$ cat src/rtl/bg_cpu_access.sv
// Z80 access arbiter for background tile RAM port B: a CPU access waits for a
// free renderer slot while BG_WAIT stretches the Z80 bus cycle.
module bg_cpu_access #(
    parameter int WAIT_MIN     = 2,
    parameter int SLOT_TIMEOUT = 64
) (
    input  logic        master_clk,
    input  logic        reset_n,
    input  logic        BACKGRAM_1,
    input  logic        BACKGRAM_2,
    input  logic        Z80_WR,
    input  logic        Z80_RD,
    input  logic [15:0] CPU_ADDR,
    input  logic [7:0]  CPU_DIN,
    input  logic        BG_SYNC,
    input  logic [7:0]  BG_LO_q,
    input  logic [7:0]  BG_HI_q,
    output logic [10:0] ram_addr,
    output logic [7:0]  ram_din,
    output logic        ram_we_lo,
    output logic        ram_we_hi,
    output logic [7:0]  cpu_dout,
    output logic        BG_WAIT
);

    typedef enum logic [2:0] {IDLE, SYNC, ACCESS, CAPTURE, HOLD} state_t;

    localparam logic [7:0] TIMEOUT_LAST = 8'(SLOT_TIMEOUT - 1);
    localparam logic [3:0] WAIT_LAST    = 4'(WAIT_MIN - 1);

    state_t      state;
    state_t      state_next;
    logic        cs;
    logic        cs_q;
    logic        start;
    logic        load;
    logic        wait_q;
    logic        wait_next;
    logic [7:0]  timeout_cnt;
    logic [3:0]  wait_cnt;
    logic [10:0] addr_l;
    logic [7:0]  din_l;
    logic        sel_lo;
    logic        is_wr;
    logic        unused_addr_hi;

    // cs_q resets to "selected" so a select held through reset is not an edge
    assign cs             = !BACKGRAM_1 || !BACKGRAM_2;
    assign start          = cs && !cs_q && (!Z80_RD || !Z80_WR);
    assign unused_addr_hi = ^CPU_ADDR[15:11];

    always_ff @(posedge master_clk or negedge reset_n) begin
        if (!reset_n) begin
            state <= IDLE;
        end else begin
            state <= state_next;
        end
    end

    always_comb begin
        state_next = state;
        wait_next  = wait_q;
        load       = 1'b0;
        case (state)
            IDLE: begin
                if (start) begin
                    state_next = SYNC;
                    wait_next  = 1'b0;
                    load       = 1'b1;
                end
            end
            SYNC: begin
                if (!cs) begin
                    state_next = IDLE;
                    wait_next  = 1'b1;
                end else if (BG_SYNC || timeout_cnt == TIMEOUT_LAST) begin
                    state_next = ACCESS;
                end
            end
            ACCESS: begin
                state_next = CAPTURE;
            end
            CAPTURE: begin
                state_next = HOLD;
                if (wait_cnt >= WAIT_LAST) begin
                    wait_next = 1'b1;
                end
            end
            HOLD: begin
                if (wait_cnt >= WAIT_LAST) begin
                    wait_next = 1'b1;
                end
                if (!cs) begin
                    state_next = IDLE;
                    wait_next  = 1'b1;
                end
            end
            default: begin
                state_next = IDLE;
                wait_next  = 1'b1;
            end
        endcase
    end

    // Both selects low resolves to the low byte; both strobes low to a write
    always_ff @(posedge master_clk or negedge reset_n) begin
        if (!reset_n) begin
            cs_q        <= 1'b1;
            wait_q      <= 1'b1;
            timeout_cnt <= 8'd0;
            wait_cnt    <= 4'd0;
            addr_l      <= 11'd0;
            din_l       <= 8'd0;
            sel_lo      <= 1'b0;
            is_wr       <= 1'b0;
            cpu_dout    <= 8'd0;
        end else begin
            cs_q   <= cs;
            wait_q <= wait_next;
            if (load) begin
                addr_l      <= CPU_ADDR[10:0];
                din_l       <= CPU_DIN;
                sel_lo      <= !BACKGRAM_1;
                is_wr       <= !Z80_WR;
                timeout_cnt <= 8'd0;
                wait_cnt    <= 4'd0;
            end else begin
                if (state == SYNC && timeout_cnt != 8'hFF) begin
                    timeout_cnt <= timeout_cnt + 8'd1;
                end
                if (!wait_q && wait_cnt != 4'hF) begin
                    wait_cnt <= wait_cnt + 4'd1;
                end
            end
            if (state == CAPTURE && !is_wr) begin
                cpu_dout <= sel_lo ? BG_LO_q : BG_HI_q;
            end
        end
    end

    assign ram_addr  = addr_l;
    assign ram_din   = din_l;
    assign ram_we_lo = (state == ACCESS) && is_wr && sel_lo;
    assign ram_we_hi = (state == ACCESS) && is_wr && !sel_lo;
    assign BG_WAIT   = wait_q;

endmodule

$ cat config.mk
export PLATFORM = sky130hd
export DESIGN_NAME = bg_cpu_access
export DESIGN_NICKNAME = d
export VERILOG_FILES = /design/src/rtl/bg_cpu_access.sv
export SDC_FILE = /design/constraint.sdc
export NUM_CORES = 1
export LEC_CHECK = 0
export BUFFER_PORTS_ARGS = -buffer_cell sky130_fd_sc_hd__buf_2
export CORE_UTILIZATION = 53
export CTS_CLUSTER_DIAMETER = 120
export DETAILED_ROUTE_END_ITERATION = 12
export PLACE_DENSITY = 0.95
export SYNTH_ARGS = -nofsm -noshare
export SYNTH_HDL_FRONTEND = slang
export SYNTH_SLANG_ARGS = --single-unit
$ cat constraint.sdc
create_clock -name master_clk -period 3.6 [get_ports master_clk]
set_input_delay 0.18 -clock master_clk [delete_from_list [all_inputs] [get_ports master_clk]]
set_output_delay 0.18 -clock master_clk [all_outputs]
set_load 0.05 [all_outputs]
==> flow_summary_export.csv <==
group,metric,value,unit
status,status,"completed",
yosys,seq_area_frac_synth,0.547,
floorplan,coreArea,0.00374,sq mm
sta,slew_headroom,0.349,
floorplan,die-area,0.00424,sq mm
sta,hold_viol,0,
global_routing,grt_first_pass_wirelength,6780,um
detailed_routing,vias,1773,
detailed_routing,first_iter_violations,79,
clock_tree,tritoncts,"done",
clock_tree,worst_skew_pair.late_latency,0.29,ns
detailed_routing,antenna_left,0,
yosys,yosys_warnings,0,
yosys,synth_flop_cell,"dfrtp_1",
cells_and_area,finalNetCount,342,
cells_and_area,syn_to_final_growth,23.4,%
detailed_routing,routed_via_density,5.23,
sta,rsz0062_at_grt,"no",
clock_tree,postCtsSetupRepairBufs,0,
cells_and_area,multiInputGateArea,895,sq um
worst_setup_path,start_kind,"flop",
global_routing,grt_pass1_vias,1660,
yosys,async_reset_ff_frac,1.00,
cells_and_area,fillers,288,
yosys,syn_area,0.00211,sq mm
yosys,yosysMostFrequentCell,"nand2_1",
yosys,synth_common_cells,"nand2_1, dfrtp_1, nor2_1",
clock_tree,ctsRootBufferMaster,"clkbuf_8",
clock_tree,cts_buffer_depth,2,
pwr,power_frac_comb,0.480,
worst_setup_path,crit_type,"flop to flop",
pwr,power_frac_seq,0.373,
global_routing,antenna_found_initial,0,
cells_and_area,layout-drive-gt1-share,0.296,
global_routing,grt_max_degree,47,
pwr,powerDensity,998,mW/mm^2
yosys,syn_nets,274,
yosys,synth_area_leader_cell,"dfrtp_1",
floorplan,rows,22,
sta,period_share,0.566,
clock_tree,cts.sinks,46,
place,gp_congestion,0.800,
worst_setup_path,rrSetupSlack,1.56,ns
clock_tree,cts_hold_buf,0,
pwr,ir_worst_vdd,0.000443,V
pwr,clkPwrFrac,0.146,
worst_setup_path,critPathCaptureType,"flop",
floorplan,initial_core_util,0.564,
pwr,swShare,0.485,
cells_and_area,stdcell_area,0.00260,sq mm
worst_setup_path,critical_path.max_fanout,21,
floorplan,io_pins,77,
cells_and_area,regArea,0.00115,sq mm
pwr,p_int,1.34,mW
job,maxCapViolCount,0,
sta,clock_skew,0.00312,ns
floorplan,dieWidth,65.1,um
sta,fmax,0.491,GHz
yosys,synthesis.instances,223,
place,io_buffer_count,71,
sta,tightest_slew,0.968,ns
yosys,yosysTopAreaCellShare,0.522,
clock_tree,clk_pin_slew_worst_paths,0.08,ns
worst_setup_path,cp-startpoint,"cs_q",
pwr,power_switching,1.26,mW
sta,period_minus_slack,2.04,ns
detailed_routing,wirelength,4220,um
worst_setup_path,cp.arrival,2.26,ns
global_routing,track_usage,0.215,
detailed_routing,wl_per_cell,12.4,um
yosys,synth_edf_count,0,
place,dpl_cell_area,0.00249,sq mm
sta,drv_slew,0,
cells_and_area,diodes,0,
worst_hold_path,hp-class,"primary input to async pin",
sta,tns,0,ns
yosys,synth-seq-cells,46,
yosys,ys_top_cells_by_area,"dfrtp_1, nand2_1, mux2i_1",
clock_tree,ctsHtreeMaxLevel,2,
detailed_routing,drc,0,
sta,setup_viol,0,
yosys,syn_area_per_cell,9.46,sq um
floorplan,fp.dieH,65.1,um
detailed_routing,firstDrtPassIters,4,
global_routing,overflow,0,
pwr,leakage,1.34,nW
worst_setup_path,worstPathRequired,3.83,ns
clock_tree,cts_resized,0,
yosys,yosysUniqueCellTypes,41,
worst_setup_path,r2r-start,"cs_q",
clock_tree,cts_buffers,5,
place,hpwl,3070,um
==> placed cells by master (no fill, tap or decap), drive strengths merged, types with 4 or more instances in the layout <==
master / instances
nand2: 66
o21ai: 6
buf: 72
clkbuf: 6
dfrtp: 44
nor2: 19
inv: 5
ha: 4
xor2: 4
a21oi: 16
mux2i: 9
==> state kept, by name (all words and copies together) (netlist names) <==
name / flops
ram_din: 8
sel_lo: 1
cs_q: 1
BG_WAIT: 1
state: 3
is_wr: 1
cpu_dout: 8
wait_cnt: 4
timeout_cnt: 8
ram_addr: 11
==> worst paths after layout <==
kind	cells past startpoint	end
max in group asynchronous	1	cpu_dout[1]
min reg2reg	2	ram_addr[7]
max reg2reg	5	ram_addr[9]
max	5	ram_addr[9]
min in group master_clk	3	ram_din[0]
min	1	ram_din[4]
==> kinds of logic (layout without fill, tap and decap cells) <==
| group | after synthesis | in the layout | share of synthesized area |
|---|---|---|---|
| compound gates | 33 | 33 | 0.0973 |
| xor+xnor | 5 | 5 | 0.0208 |
| fa+ha+maj | 4 | 4 | 0.0237 |
| buf+inv | 16 | 84 | 0.0320 |
| flops | 46 | 46 | 0.547 |
| mux | 10 | 10 | 0.0480 |
| simple gates | 109 | 109 | 0.231 |
==> worst max-delay path, stage by stage, from the launching register on <==
cell and delay [ns]:
dfstp_2 0.36, a221o_1 0.31, nor4_2 0.74, buf_4 0.39, nand2_1 0.08, nand2_1 0.08
==> final cells by class <==
type | instances | area share
clock buffers | 6 | 0.0317
flip-flops and latches | 46 | 0.443
well taps | 48 | 0.0231
clock inverters | 1 | 0.0115
inverters | 5 | 0.00721
repair buffers | 72 | 0.139
multi-input cells | 161 | 0.344
==> power groups by stage <==
stage          logic (mW)  clock network [mW]  registers, mW
3_5_place_dp         1.25                   0          0.976
4_1_cts              1.26               0.387          0.967
3_3_place_gp         1.21                   0          0.962
6_report             1.25               0.380          0.970
2_1_floorplan       0.504                   0           1.42
5_1_grt              1.36               0.408           1.00
==> layer usage <==
metal	vias to the layer above	GRT usage	part of all wire
li1	884	-	-
met1	831	0.232	0.45
met2	53	0.408	0.49
met3	5	0.0417	0.048
met4	0	0.0897	0.014
met5	-	0	0
==> metrics by stage <==
step / utilization / hold WS (ns) / setup WS [ns] / power [mW] / cells
6_report: 0.695 / 0.0450 / 1.56 / 2.60 / 339
4_1_cts: 0.695 / 0.0721 / 1.56 / 2.61 / 339
3_5_place_dp: 0.665 / 0.378 / 1.51 / 2.23 / 332
3_3_place_gp: 0.665 / 0.372 / 1.51 / 2.18 / 332
2_1_floorplan: - / -0.116 / 0.999 / 1.93 / 223
5_1_grt: 0.695 / 0.0743 / 1.40 / 2.77 / 339
No activity file was read; power rests on OpenSTA's default activity.
